--- config.mk ---
export PLATFORM = sky130hd
export DESIGN_NAME = perf_counter_master_flat
export DESIGN_NICKNAME = d
export VERILOG_FILES = /design/src/rtl/perf_counter_pkg.sv /design/src/rtl/perf_counter_master_if.sv /design/src/rtl/perf_counter_master.sv /design/src/flat_wrapper.sv
export SDC_FILE = /design/constraint.sdc
export NUM_CORES = 1
export LEC_CHECK = 0
export ABC_CLOCK_PERIOD_IN_PS = 2400
export CAP_MARGIN = 20
export CORE_UTILIZATION = 39
export CTS_CLUSTER_DIAMETER = 50
export DETAILED_ROUTE_END_ITERATION = 10
export GPL_ROUTABILITY_DRIVEN = 0
export PLACE_DENSITY = 0.68
export SLEW_MARGIN = 20
export SYNTH_ARGS = -nofsm -noshare
export SYNTH_HDL_FRONTEND = slang
export SYNTH_SLANG_ARGS = --single-unit
--- constraint.sdc ---
create_clock -name clk -period 2.4 [get_ports clk]
set_clock_uncertainty 0.2 [all_clocks]
set_input_delay 0.24 -clock clk [delete_from_list [all_inputs] [get_ports clk]]
set_output_delay 0.24 -clock clk [all_outputs]
set_load 0.02 [all_outputs]
--- src/rtl/perf_counter_pkg.sv ---
// Shared encodings for the performance-counter slave and its hardware master.
package perf_counter_pkg;

  typedef enum logic [1:0] {
    OP_GO     = 2'd0,
    OP_STOP   = 2'd1,
    OP_GRESET = 2'd2,
    OP_READ   = 2'd3
  } op_e;

  localparam logic [1:0] OFF_TIME_LO = 2'd0;
  localparam logic [1:0] OFF_TIME_HI = 2'd1;
  localparam logic [1:0] OFF_EVENT   = 2'd2;
  localparam logic [1:0] OFF_STOP    = 2'd0;
  localparam logic [1:0] OFF_GO      = 2'd1;

  localparam int SECTION_STRIDE = 4;
  localparam int NUM_SECTIONS   = 4;

  typedef enum logic [2:0] {
    ST_IDLE,
    ST_WR,
    ST_RD_ISSUE,
    ST_RD_WAIT,
    ST_RESP
  } state_e;

  // Word index inside the slave's register window.
  function automatic logic [3:0] word_index(input logic [1:0] section, input logic [1:0] off);
    return 4'(int'(section) * SECTION_STRIDE + int'(off));
  endfunction

endpackage

--- src/rtl/perf_counter_master_if.sv ---
// Avalon-MM bus between the counter master and the counter control slave.
interface perf_counter_master_if #(
  parameter int ADDR_W = 32
);
  logic [ADDR_W-1:0] avm_address;
  logic              avm_write;
  logic              avm_read;
  logic [31:0]       avm_writedata;
  logic              avm_waitrequest;
  logic [31:0]       avm_readdata;
  logic              avm_readdatavalid;

  modport master (
    output avm_address, avm_write, avm_read, avm_writedata,
    input  avm_waitrequest, avm_readdata, avm_readdatavalid
  );

  modport slave (
    input  avm_address, avm_write, avm_read, avm_writedata,
    output avm_waitrequest, avm_readdata, avm_readdatavalid
  );
endinterface

--- src/rtl/perf_counter_master.sv ---
// Hardware master turning GO/STOP/GLOBAL_RESET/READ commands into counter-slave bus cycles.
// Latency: writes 1 bus cycle, READ three non-pipelined reads then a one-cycle rsp_valid pulse.
// Backpressure: cmd_ready only in IDLE, waitrequest stalls in place; watchdog via PERF_COUNTER_MASTER_TIMEOUT_EN.
module perf_counter_master
  import perf_counter_pkg::*;
#(
  parameter int              ADDR_W    = 32,
  parameter logic [ADDR_W-1:0] BASE_ADDR = '0
) (
  input  logic        clk,
  input  logic        reset_n,
  input  logic        cmd_valid,
  output logic        cmd_ready,
  input  logic [1:0]  cmd_op,
  input  logic [1:0]  cmd_section,
  output logic        rsp_valid,
  output logic [63:0] rsp_time,
  output logic [31:0] rsp_event,
  output logic        rsp_error,
  perf_counter_master_if.master avm
);

  state_e      state_q, state_d;
  op_e         op_q;
  logic [1:0]  sec_q;
  logic [1:0]  idx_q, idx_d;
  logic [31:0] slot_q [3];
  logic [63:0] rsp_time_q;
  logic [31:0] rsp_event_q;
  logic [31:0] event_d;
  logic        cmd_acc;
  logic        capture;
  logic        load_rsp;
  logic        timeout;
  logic        wr_req;
  logic        rd_req;
  logic        busy;
  logic [3:0]  word;

  assign cmd_ready = (state_q == ST_IDLE);
  assign cmd_acc   = cmd_valid && cmd_ready;
  assign busy      = (state_q == ST_WR) || (state_q == ST_RD_ISSUE) || (state_q == ST_RD_WAIT);
  assign rsp_valid = (state_q == ST_RESP);
  assign rsp_time  = rsp_time_q;
  assign rsp_event = rsp_event_q;

`ifdef PERF_COUNTER_MASTER_TIMEOUT_EN
  logic [15:0] wd_q;
  logic        rsp_error_q;

  assign timeout   = busy && (wd_q == 16'hFFFF);
  assign rsp_error = rsp_error_q;

  // Watchdog restarts on every state change so each bus phase gets a full window.
  always_ff @(posedge clk or negedge reset_n) begin
    if (!reset_n) begin
      wd_q        <= '0;
      rsp_error_q <= 1'b0;
    end else begin
      if (!busy || (state_d != state_q)) wd_q <= '0;
      else                               wd_q <= wd_q + 16'd1;
      if (cmd_acc)                             rsp_error_q <= 1'b0;
      else if (timeout && (op_q == OP_READ))   rsp_error_q <= 1'b1;
    end
  end
`else
  assign timeout   = 1'b0;
  assign rsp_error = 1'b0;
`endif

  always_comb begin
    state_d  = state_q;
    idx_d    = idx_q;
    capture  = 1'b0;
    load_rsp = 1'b0;
    event_d  = avm.avm_readdata;
    wr_req   = 1'b0;
    rd_req   = 1'b0;
    unique case (state_q)
      ST_IDLE: begin
        if (cmd_acc) begin
          state_d = (op_e'(cmd_op) == OP_READ) ? ST_RD_ISSUE : ST_WR;
          idx_d   = 2'd0;
        end
      end
      ST_WR: begin
        wr_req = 1'b1;
        if (!avm.avm_waitrequest) state_d = ST_IDLE;
      end
      ST_RD_ISSUE: begin
        rd_req = 1'b1;
        if (!avm.avm_waitrequest) state_d = ST_RD_WAIT;
      end
      ST_RD_WAIT: begin
        if (avm.avm_readdatavalid) begin
          capture = 1'b1;
          if (idx_q < 2'd2) begin
            idx_d   = idx_q + 2'd1;
            state_d = ST_RD_ISSUE;
          end else begin
            load_rsp = 1'b1;
            state_d  = ST_RESP;
          end
        end
      end
      ST_RESP: state_d = ST_IDLE;
      default: state_d = ST_IDLE;
    endcase

    // A stuck slave abandons the transfer; a READ still reports what was captured.
    if (timeout) begin
      wr_req   = 1'b0;
      rd_req   = 1'b0;
      capture  = 1'b0;
      idx_d    = idx_q;
      load_rsp = 1'b0;
      if (op_q == OP_READ) begin
        state_d  = ST_RESP;
        load_rsp = 1'b1;
        event_d  = slot_q[2];
      end else begin
        state_d = ST_IDLE;
      end
    end
  end

  always_comb begin
    word = word_index(2'd0, OFF_STOP);
    case (op_q)
      OP_GO:   word = word_index(sec_q, OFF_GO);
      OP_READ: word = word_index(sec_q, idx_q);
      default: word = word_index(2'd0, OFF_STOP);
    endcase
  end

  assign avm.avm_write     = wr_req;
  assign avm.avm_read      = rd_req;
  assign avm.avm_address   = (wr_req || rd_req) ? (BASE_ADDR + ADDR_W'({word, 2'b00})) : '0;
  assign avm.avm_writedata = (wr_req && (op_q == OP_GRESET)) ? 32'd1 : 32'd0;

  always_ff @(posedge clk or negedge reset_n) begin
    if (!reset_n) begin
      state_q     <= ST_IDLE;
      op_q        <= OP_GO;
      sec_q       <= 2'd0;
      idx_q       <= 2'd0;
      rsp_time_q  <= '0;
      rsp_event_q <= '0;
    end else begin
      state_q <= state_d;
      idx_q   <= idx_d;
      if (cmd_acc) begin
        op_q  <= op_e'(cmd_op);
        sec_q <= cmd_section;
      end
      if (load_rsp) begin
        rsp_time_q  <= {slot_q[1], slot_q[0]};
        rsp_event_q <= event_d;
      end
    end
  end

  // Slots are cleared per READ so a timed-out result never carries stale words.
  always_ff @(posedge clk or negedge reset_n) begin
    if (!reset_n) begin
      for (int i = 0; i < 3; i++) slot_q[i] <= '0;
    end else if (cmd_acc && (op_e'(cmd_op) == OP_READ)) begin
      for (int i = 0; i < 3; i++) slot_q[i] <= '0;
    end else if (capture) begin
      slot_q[idx_q] <= avm.avm_readdata;
    end
  end

endmodule

--- src/flat_wrapper.sv ---
// flat-port wrapper written by rule: the top's interface ports become plain ports
module perf_counter_master_flat import perf_counter_pkg::*;
#(
  parameter int              ADDR_W    = 32,
  parameter logic [ADDR_W-1:0] BASE_ADDR = '0
)
  (clk, reset_n, cmd_valid, cmd_ready, cmd_op, cmd_section, rsp_valid, rsp_time, rsp_event, rsp_error, avm_avm_address, avm_avm_write, avm_avm_read, avm_avm_writedata, avm_avm_waitrequest, avm_avm_readdata, avm_avm_readdatavalid);
  perf_counter_master_if #(.ADDR_W(ADDR_W)) avm_i ();
  input  logic clk;
  input  logic reset_n;
  input  logic cmd_valid;
  output logic cmd_ready;
  input  logic [1:0] cmd_op;
  input  logic [1:0] cmd_section;
  output logic rsp_valid;
  output logic [63:0] rsp_time;
  output logic [31:0] rsp_event;
  output logic rsp_error;
  output wire logic [$bits(avm_i.avm_address)-1:0] avm_avm_address;
  output wire logic [$bits(avm_i.avm_write)-1:0] avm_avm_write;
  output wire logic [$bits(avm_i.avm_read)-1:0] avm_avm_read;
  output wire logic [$bits(avm_i.avm_writedata)-1:0] avm_avm_writedata;
  input wire logic [$bits(avm_i.avm_waitrequest)-1:0] avm_avm_waitrequest;
  input wire logic [$bits(avm_i.avm_readdata)-1:0] avm_avm_readdata;
  input wire logic [$bits(avm_i.avm_readdatavalid)-1:0] avm_avm_readdatavalid;
  assign avm_avm_address = avm_i.avm_address;
  assign avm_avm_write = avm_i.avm_write;
  assign avm_avm_read = avm_i.avm_read;
  assign avm_avm_writedata = avm_i.avm_writedata;
  assign avm_i.avm_waitrequest = avm_avm_waitrequest;
  assign avm_i.avm_readdata = avm_avm_readdata;
  assign avm_i.avm_readdatavalid = avm_avm_readdatavalid;
  perf_counter_master #(.ADDR_W(ADDR_W), .BASE_ADDR(BASE_ADDR)) u_core (.clk(clk), .reset_n(reset_n), .cmd_valid(cmd_valid), .cmd_ready(cmd_ready), .cmd_op(cmd_op), .cmd_section(cmd_section), .rsp_valid(rsp_valid), .rsp_time(rsp_time), .rsp_event(rsp_event), .rsp_error(rsp_error), .avm(avm_i));
endmodule
Word-level counts from Yosys, hierarchy flattened --
Cells that the tools add are included.
Word-level totals: flip-flop bits (word level) 201, input bits 41, word-level logic and storage cells 65
Operators by class: $add $sub $neg 3, $lt $le $gt $ge 3, equal/unequal tests 12, multiplexer cells 26, bitwise operators 1, reductions and logical operators 11
Operator list (number):
- two-way mux 96 bit | 2
- bitwise mux 96 bit | 1
- demux 32 bit (select 2 bit) | 1
- two-way mux 32 bit | 1
- two-way mux 3 bit | 5
- one-hot mux 3 bit (4 select lines) | 1
- inequality test 2 bit, second input constant | 5
- two-way mux 1 bit | 8
- two-way mux 2 bit | 4
- one-hot mux 4 bit (2 select lines) | 1
- AND reduction 4 bit | 2
- equality test 2 bit, second input constant | 3
- equality test 3 x 2 -> 1 bit, second input constant | 2
- two-way mux 6 bit | 1
- adder 4 x 1 -> 4 bit, second input constant | 1
- adder 4 x 2 -> 4 bit | 1
- logical AND 1 bit | 4
- one-hot mux 2 bit (2 select lines) | 1
- nonzero test 2 bit | 2
- equality test 3 x 1 -> 1 bit, second input constant | 1
- equality test 3 bit, second input constant | 1
- greater-or-equal comparator 3 bit, second input constant | 1
- logical NOT 3 bit | 1
- < comparator 3 x 1 -> 1 bit, second input constant | 1
- other kinds (5) | 5

Logic depth before layout (Yosys ltp) --
Gate-level depths: netlist of run 1.
word-level depth 8, depth in mapped cells 6, gate-level depth less buffers 5

Worst setup path before layout of run 1 --
OpenSTA, ideal clock, no wires.
path kind register to output, start point register u_core.state_q[0], end point output avm_avm_address[3], data arrival time 1.526 ns, data required time 1.960 ns, path slack 0.434 ns, stages on the path, launching flop included 4, buffers on the path 1, cells stage by stage dfrtp_1 -> clkbuf_1 -> nor3b_1 -> o211a_1
Between the ends: longest elaborated chain between the ends 4
Ends and longest elaborated chain:
- start: declaration | RTL line perf_counter_master.sv:23 | state_e state_q, state_d;
- start signal: assignment | RTL line perf_counter_master.sv:150 | state_q <= state_d;
- equality test 3 x 2 -> 1 bit
- two-way mux 1 bit | RTL line perf_counter_master.sv:79 | unique case (state_q)
- via avm_avm_read | RTL line flat_wrapper.sv:21 | output wire logic [$bits(avm_i.avm_read)-1:0] avm_avm_read;
- logical OR 1 bit | RTL line perf_counter_master.sv:138 | assign avm.avm_address = (wr_req || rd_req) ? (BASE_ADDR + ADDR_W'({word, 2'b00})) : '0;
- two-way mux 6 bit | RTL line perf_counter_master.sv:138
- end: declaration | RTL line flat_wrapper.sv:19 | output wire logic [$bits(avm_i.avm_address)-1:0] avm_avm_address;
The timed path passes the listed nets, and every way through them passes these cells.

Final worst setup path of run 1 --
start point register u_core.state_q[1], end point output avm_avm_writedata[0]
Between the ends: longest elaborated chain between the ends 4
Ends and longest elaborated chain:
- equality test 3 x 1 -> 1 bit
- two-way mux 1 bit | RTL line perf_counter_master.sv:79
- logical AND 1 bit | RTL line perf_counter_master.sv:139 | assign avm.avm_writedata = (wr_req && (op_q == OP_GRESET)) ? 32'd1 : 32'd0;
- two-way mux 1 bit | RTL line perf_counter_master.sv:139
- end: declaration | RTL line flat_wrapper.sv:22 | output wire logic [$bits(avm_i.avm_writedata)-1:0] avm_avm_writedata;
Every way passes these cells.

==> impl_metrics.toml, run 1 <==
[floorplanning]
coreArea_mm2 = 0.0174
design.die.area_mm2 = 0.0184
fp.dieW_um = 136
num_io_pins = 206
initial_utilization = 0.401
rows = 48
die_h_um = 136

[final_layout]
drive_gt1_frac = 0.236
antenna_cells_inserted = 0
fin_util = 0.525
fin_nets = 668
fillers = 1430
synthToLayoutAreaGrowth_pct = 30.9

[yosys]
yosys-top-cells-area = "dfrtp_1 61%, mux2_2 11%, a22o_1 8.1%"
synth_cells = 466
synth-main-ff-cell = "dfrtp_1"
synth_area_mm2 = 0.00696
synth-edff-count = 0
synth_common_cells = "169 x dfrtp_1, 69 x mux2_2, 64 x a22o_1, 62 x buf_4, 19 x mux2_4"
ys_seq_area_frac = 0.608
avgSynthCellArea_um2 = 14.9
ys_ff_latch = 169
ys_types = 34
yosysTopAreaCellShare = 0.608
synth.most_common_cell = "dfrtp_1"
synth_warnings = 0
yosys.area.top_type = "dfrtp_1"
async_flop_share = 1.00

[drt]
drt_iter0_markers = 170
wire_per_inst_um = 17.1
final_antenna_net_count = 0
routed_wl_um = 14700
firstDrtPassIters = 4
drc = 0
vias = 4258
viasPerCell = 4.95

[clock_tree]
htreeDepth = 4
cts-root-buf = "clkbuf_16"
clkSlewWorstSetupHoldPaths_ns = 0.06
postCtsSetupBuffers = 0
clk_latency_ns = 0.42
clk_path_buf_depth = 2
cts_tree = "done"
clkSinkCount = 169
cts_buffers = 17

[critical_path]
critPathArrivalTime_ns = 1.88
path_class = "flip-flop to output port"
cp_cell_sequence = "buf_4, nor2_1, and3_1, clkdlybuf4s50_1"
start_kind = "flip-flop"
cp_max_fo = 10
critPathBufInv = 2
cp_slowest_stage_delay_ns = 0.61
crit_path_top_delay_cell = "clkdlybuf4s50_1"
crit_path_end_kind = "output port"
critical-path-top-delay-family = "buffers and inverters"
crit_required_ns = 1.96

[power]
power.total_mw = 11.9
ir_drop_v = 0.000612
powerDensity_mw_per_mm2 = 1300
leakage_nw = 4.45

[global_route]
antenna_found_initial = 0
grt_pass1_wl_um = 23800
grt_max_degree = 75
grt_pass1_vias = 4376
overflow = 0
grt.total_usage = 0.168

[sta]
finalCritPeriodShare = 0.968
layout_min_cycle_time_ns = 2.32
maxSlewViolCount = 0
finalHoldViolations = 0
fin_setup_tns_ns = 0
max_freq_mhz = 430
rsz0062_at_grt = "no"
finalSetupViolCount = 0

[placed_design]
hpwl_um = 10000
io_buffers = 145

[min_path]
hold_path.class = "input port to asynchronous set/reset pin"

[job]
maxCapViolCount = 0

[run_status]
outcome = "finished, final reports clean"
cell usage in the layout, fill, tap and decap left out, types with 5 or more instances in the layout:
| cell type | count |
|---|---|
| mux2_4 | 19 |
| mux2_2 | 69 |
| inv_1 | 6 |
| ha_1 | 5 |
| and2_1 | 6 |
| a22o_1 | 64 |
| clkbuf_16 | 17 |
| buf_4 | 14 |
| conb_1 | 60 |
| dfrtp_1 | 168 |
| buf_12 | 6 |
| clkdlybuf4s50_1 | 140 |
| mux2_1 | 10 |
metal layers:
layer	global-route usage	wire length (um)	part of all wire	vias to the layer above
met2	0.262	7050	0.48	160
met5	0	0	0	-
met4	0.0568	206	0.014	0
li1	-	-	-	1862
met1	0.226	6580	0.45	2220
met3	0.0434	871	0.059	16
timing repair:
action | 4_1_cts | 5_1_grt
setup endpoints to repair | 4 | 4
hold endpoints to repair | 169 | 0
pin swaps | 0 | 1
hold buffers | 1 | 0
resized for setup | 12 | 2
layout make-up:
type	instances	area, um2	share of cell area
clock buffers	22	474	0.0520
repair buffers	166	1690	0.186
well taps	225	282	0.0309
clock inverters	10	116	0.0128
inverters	6	22.5	0.00247
multi-input cells	262	2300	0.252
flip-flops and latches	169	4230	0.464
sequential cells by signal, summed over array words and instances (netlist names):
register / count
u_core.rsp_time: 64
u_core.rsp_event: 32
u_core.sec_q: 2
u_core.idx_q: 2
u_core.op_q: 2
u_core.state_q: 3
u_core.slot_q: 64
through the flow:
stage	cell area, um2	setup WS [ns]	hold WS (ns)	std cells
after floorplan	7180	0.434	-0.256	525
after global placement	8490	0.0845	-0.0691	827
after detailed placement	8490	0.0780	-0.0701	827
after CTS	9100	0.0225	0.0528	860
after global routing	9110	0.0149	0.0863	860
final	9110	0.0766	0.0584	860
cell families after synthesis:
family,Yosys count,synth area share
xor gates and xnor gates,1,0.00126
AOI/OAI and AO/OA,76,0.0946
muxes,99,0.170
and+or+nand+nor,21,0.0191
buffers and inverters,94,0.0976
DFF,169,0.608
other,1,0.000539
adders and majority gates,5,0.00899
worst register-to-register path: stages (launching register included):
cell and delay (ns):
dfrtp_1 0.43, buf_4 0.18, and4b_1 0.23, nand2_4 0.26
buf_12 0.23, mux2_2 0.36
worst paths after layout:
kind / from / end / slack, ns / depth (start not counted)
worst max-delay path: u_core.state_q[1] / avm_avm_writedata[0] / 0.08 / 4
max in group asynchronous: reset_n / u_core.state_q[2] / 1.26 / 3
min in group clk: cmd_op[0] / u_core.op_q[0] / 0.24 / 3
worst max register to register: u_core.state_q[0] / u_core.rsp_time[17] / 0.38 / 5
worst min register to register: u_core.rsp_event[17] / u_core.rsp_event[17] / 0.29 / 1
worst min-delay path: reset_n / u_core.rsp_time[6] / 0.06 / 2
where the power goes:
group / switching (mW) / internal (mW) / total (mW)
combinational: 2.13 / 2.42 / 4.55
sequential: 0.648 / 3.97 / 4.62
clock: 1.09 / 1.62 / 2.71
(Power assumes the default switching activity.)
==> inputs of run 2 (changes only) <==
CORE_UTILIZATION = 40   (was 39)
PLACE_DENSITY = 0.7   (was 0.68)
==> run 2 against run 1 <==
Clock power is essentially flat. Sequential cell count is the same. Combinational power is essentially flat. Sequential power is essentially flat. Worst setup slack gained 0.018 ns. Die area shrank 2.5%. First-iteration DRC count shrank 25%. Critical endpoint is now avm_avm_address[2]. Highest routed layer unchanged. Largest power group unchanged. Cell area shrank 0.36%. Register-to-register slack is essentially flat.
==> impl_metrics.toml, run 2 (same netlist as run 1, synthesis figures left out) <==
[final_layout]
final_common_cell = "dfrtp_1"
antenna_cells_inserted = 0
final_cell_mix = "167 x dfrtp_1, 139 x clkdlybuf4s50_1, 69 x mux2_2, 64 x a22o_1, 60 x conb_1"
fin_area_mm2 = 0.00908
stdcell_count = 851
synthToLayoutAreaGrowth_pct = 30.5
drive_gt1_frac = 0.236
fin_nets = 664

[floorplanning]
design.die.area_mm2 = 0.0179
num_io_pins = 206
die_h_um = 134
fp.dieW_um = 134
initial_utilization = 0.415
coreArea_mm2 = 0.0168
rows = 47

[drt]
firstDrtPassIters = 4
final_antenna_net_count = 0
vias = 4177
viasPerCell = 4.91
drc = 0
wire_per_inst_um = 17.5
drt_iter0_markers = 128
routed_wl_um = 14900

[sta]
layout_min_cycle_time_ns = 2.31
maxSlewViolCount = 0
setup_slack_ns = 0.0945
finalSetupViolCount = 0
max_freq_mhz = 434
fin_setup_tns_ns = 0
whs_ns = 0.129
finalHoldViolations = 0
finalCritPeriodShare = 0.961

[critical_path]
start_kind = "flip-flop"
critPathArrivalTime_ns = 1.87
crit_path_end_kind = "output port"
crit_required_ns = 1.96
r2r-start = "u_core.state_q[2]"
r2r-end = "u_core.rsp_event[17]"
reg2regPathDepth = 4
cp_max_fo = 3
path_class = "flip-flop to output port"
ff2ff_setup_slack_ns = 0.37

[global_route]
grt_pass1_wl_um = 24100
grt.total_usage = 0.174
grt_pass1_vias = 4372
overflow = 0
antenna_found_initial = 0
grt_max_degree = 64

[clock_tree]
cts_tree = "done"
clkSinkCount = 169
postCtsSetupBuffers = 0
cts-root-buf = "clkbuf_16"
clkSlewWorstSetupHoldPaths_ns = 0.06
cts_buffers = 17
clk_path_buf_depth = 2
clk_latency_ns = 0.42
htreeDepth = 4

[power]
leakage_nw = 4.45
powerDensity_mw_per_mm2 = 1310
ir_drop_v = 0.000629

[placed_design]
io_buffers = 145
place_ws_ns = 0.0719
place_area_mm2 = 0.00847
place_inst = 818
hpwl_um = 9870

[run_status]
outcome = "finished, final reports clean"

[min_path]
hold_path.class = "input port to asynchronous set/reset pin"

[job]
maxCapViolCount = 0
run 2: cell count changes in the layout (fill, tap and decap cells not counted), sizes merged:
cell           delta
clkdlybuf4s50     -1
bufinv            -1
inv               +2
clkbuf            -1
dlymetal6s2s      +1
clkdlybuf4s15     -1
buf               -3
run 2: repair_timing:
action	4_1_cts	5_1_grt
endpoints found under the setup margin	5	4
resized for setup	14	3
hold buffers	1	0
pin swaps	0	1
hold endpoints to repair	114	0
run 2: how the worst max path moves through the flow:
stage / from / to / slack, ns
floorplan: u_core.state_q[0] / avm_avm_address[3] / 0.43
finish: u_core.op_q[0] / avm_avm_address[2] / 0.09
global placement: u_core.op_q[0] / avm_avm_address[4] / 0.13
global route: u_core.op_q[0] / avm_avm_address[4] / -0.01
CTS: u_core.op_q[0] / avm_avm_address[2] / 0.02
detailed placement: u_core.op_q[0] / avm_avm_address[2] / 0.07
run 2: layer usage:
| layer | share of wire | vias to the layer above | routed length [um] | global-route usage |
|---|---|---|---|---|
| met5 | 0 | - | 0 | 0 |
| met4 | 0.014 | 0 | 214 | 0.0631 |
| met3 | 0.058 | 20 | 863 | 0.0420 |
| met2 | 0.48 | 158 | 7130 | 0.273 |
| met1 | 0.45 | 2149 | 6650 | 0.235 |
| li1 | - | 1850 | - | - |
run 2: critical path, cell delays in order (launching register included):
cell	delay (ns)
dfrtp_1	0.39
inv_1	0.11
ha_1	0.18
nor2_1	0.08
nor4_4	0.26
o21a_1	0.17
clkdlybuf4s15_2	0.25
run 2: power by group:
part           leakage (nW)  internal (mW)  switching (mW)
Clock                 0.283           1.53            1.15
Sequential             2.24           3.97           0.672
Combinational          1.93           2.41            2.12
run 2: layout make-up:
type	instances	area, um2
Fill cell	1379	7680
Sequential cell	169	4230
Multi-Input combinational cell	262	2300
Timing Repair Buffer	162	1670
Clock buffer	21	470
Tap cell	220	275
Clock inverter	11	113
Inverter	6	22.5
run 2: through the flow:
| stage | utilization | total power, mW |
|---|---|---|
| finish | 0.542 | 11.9 |
| global route | 0.542 | 12.5 |
| CTS | 0.541 | 11.9 |
| detailed placement | 0.505 | 9.18 |
| global placement | 0.505 | 9.04 |
| floorplan | - | 7.13 |
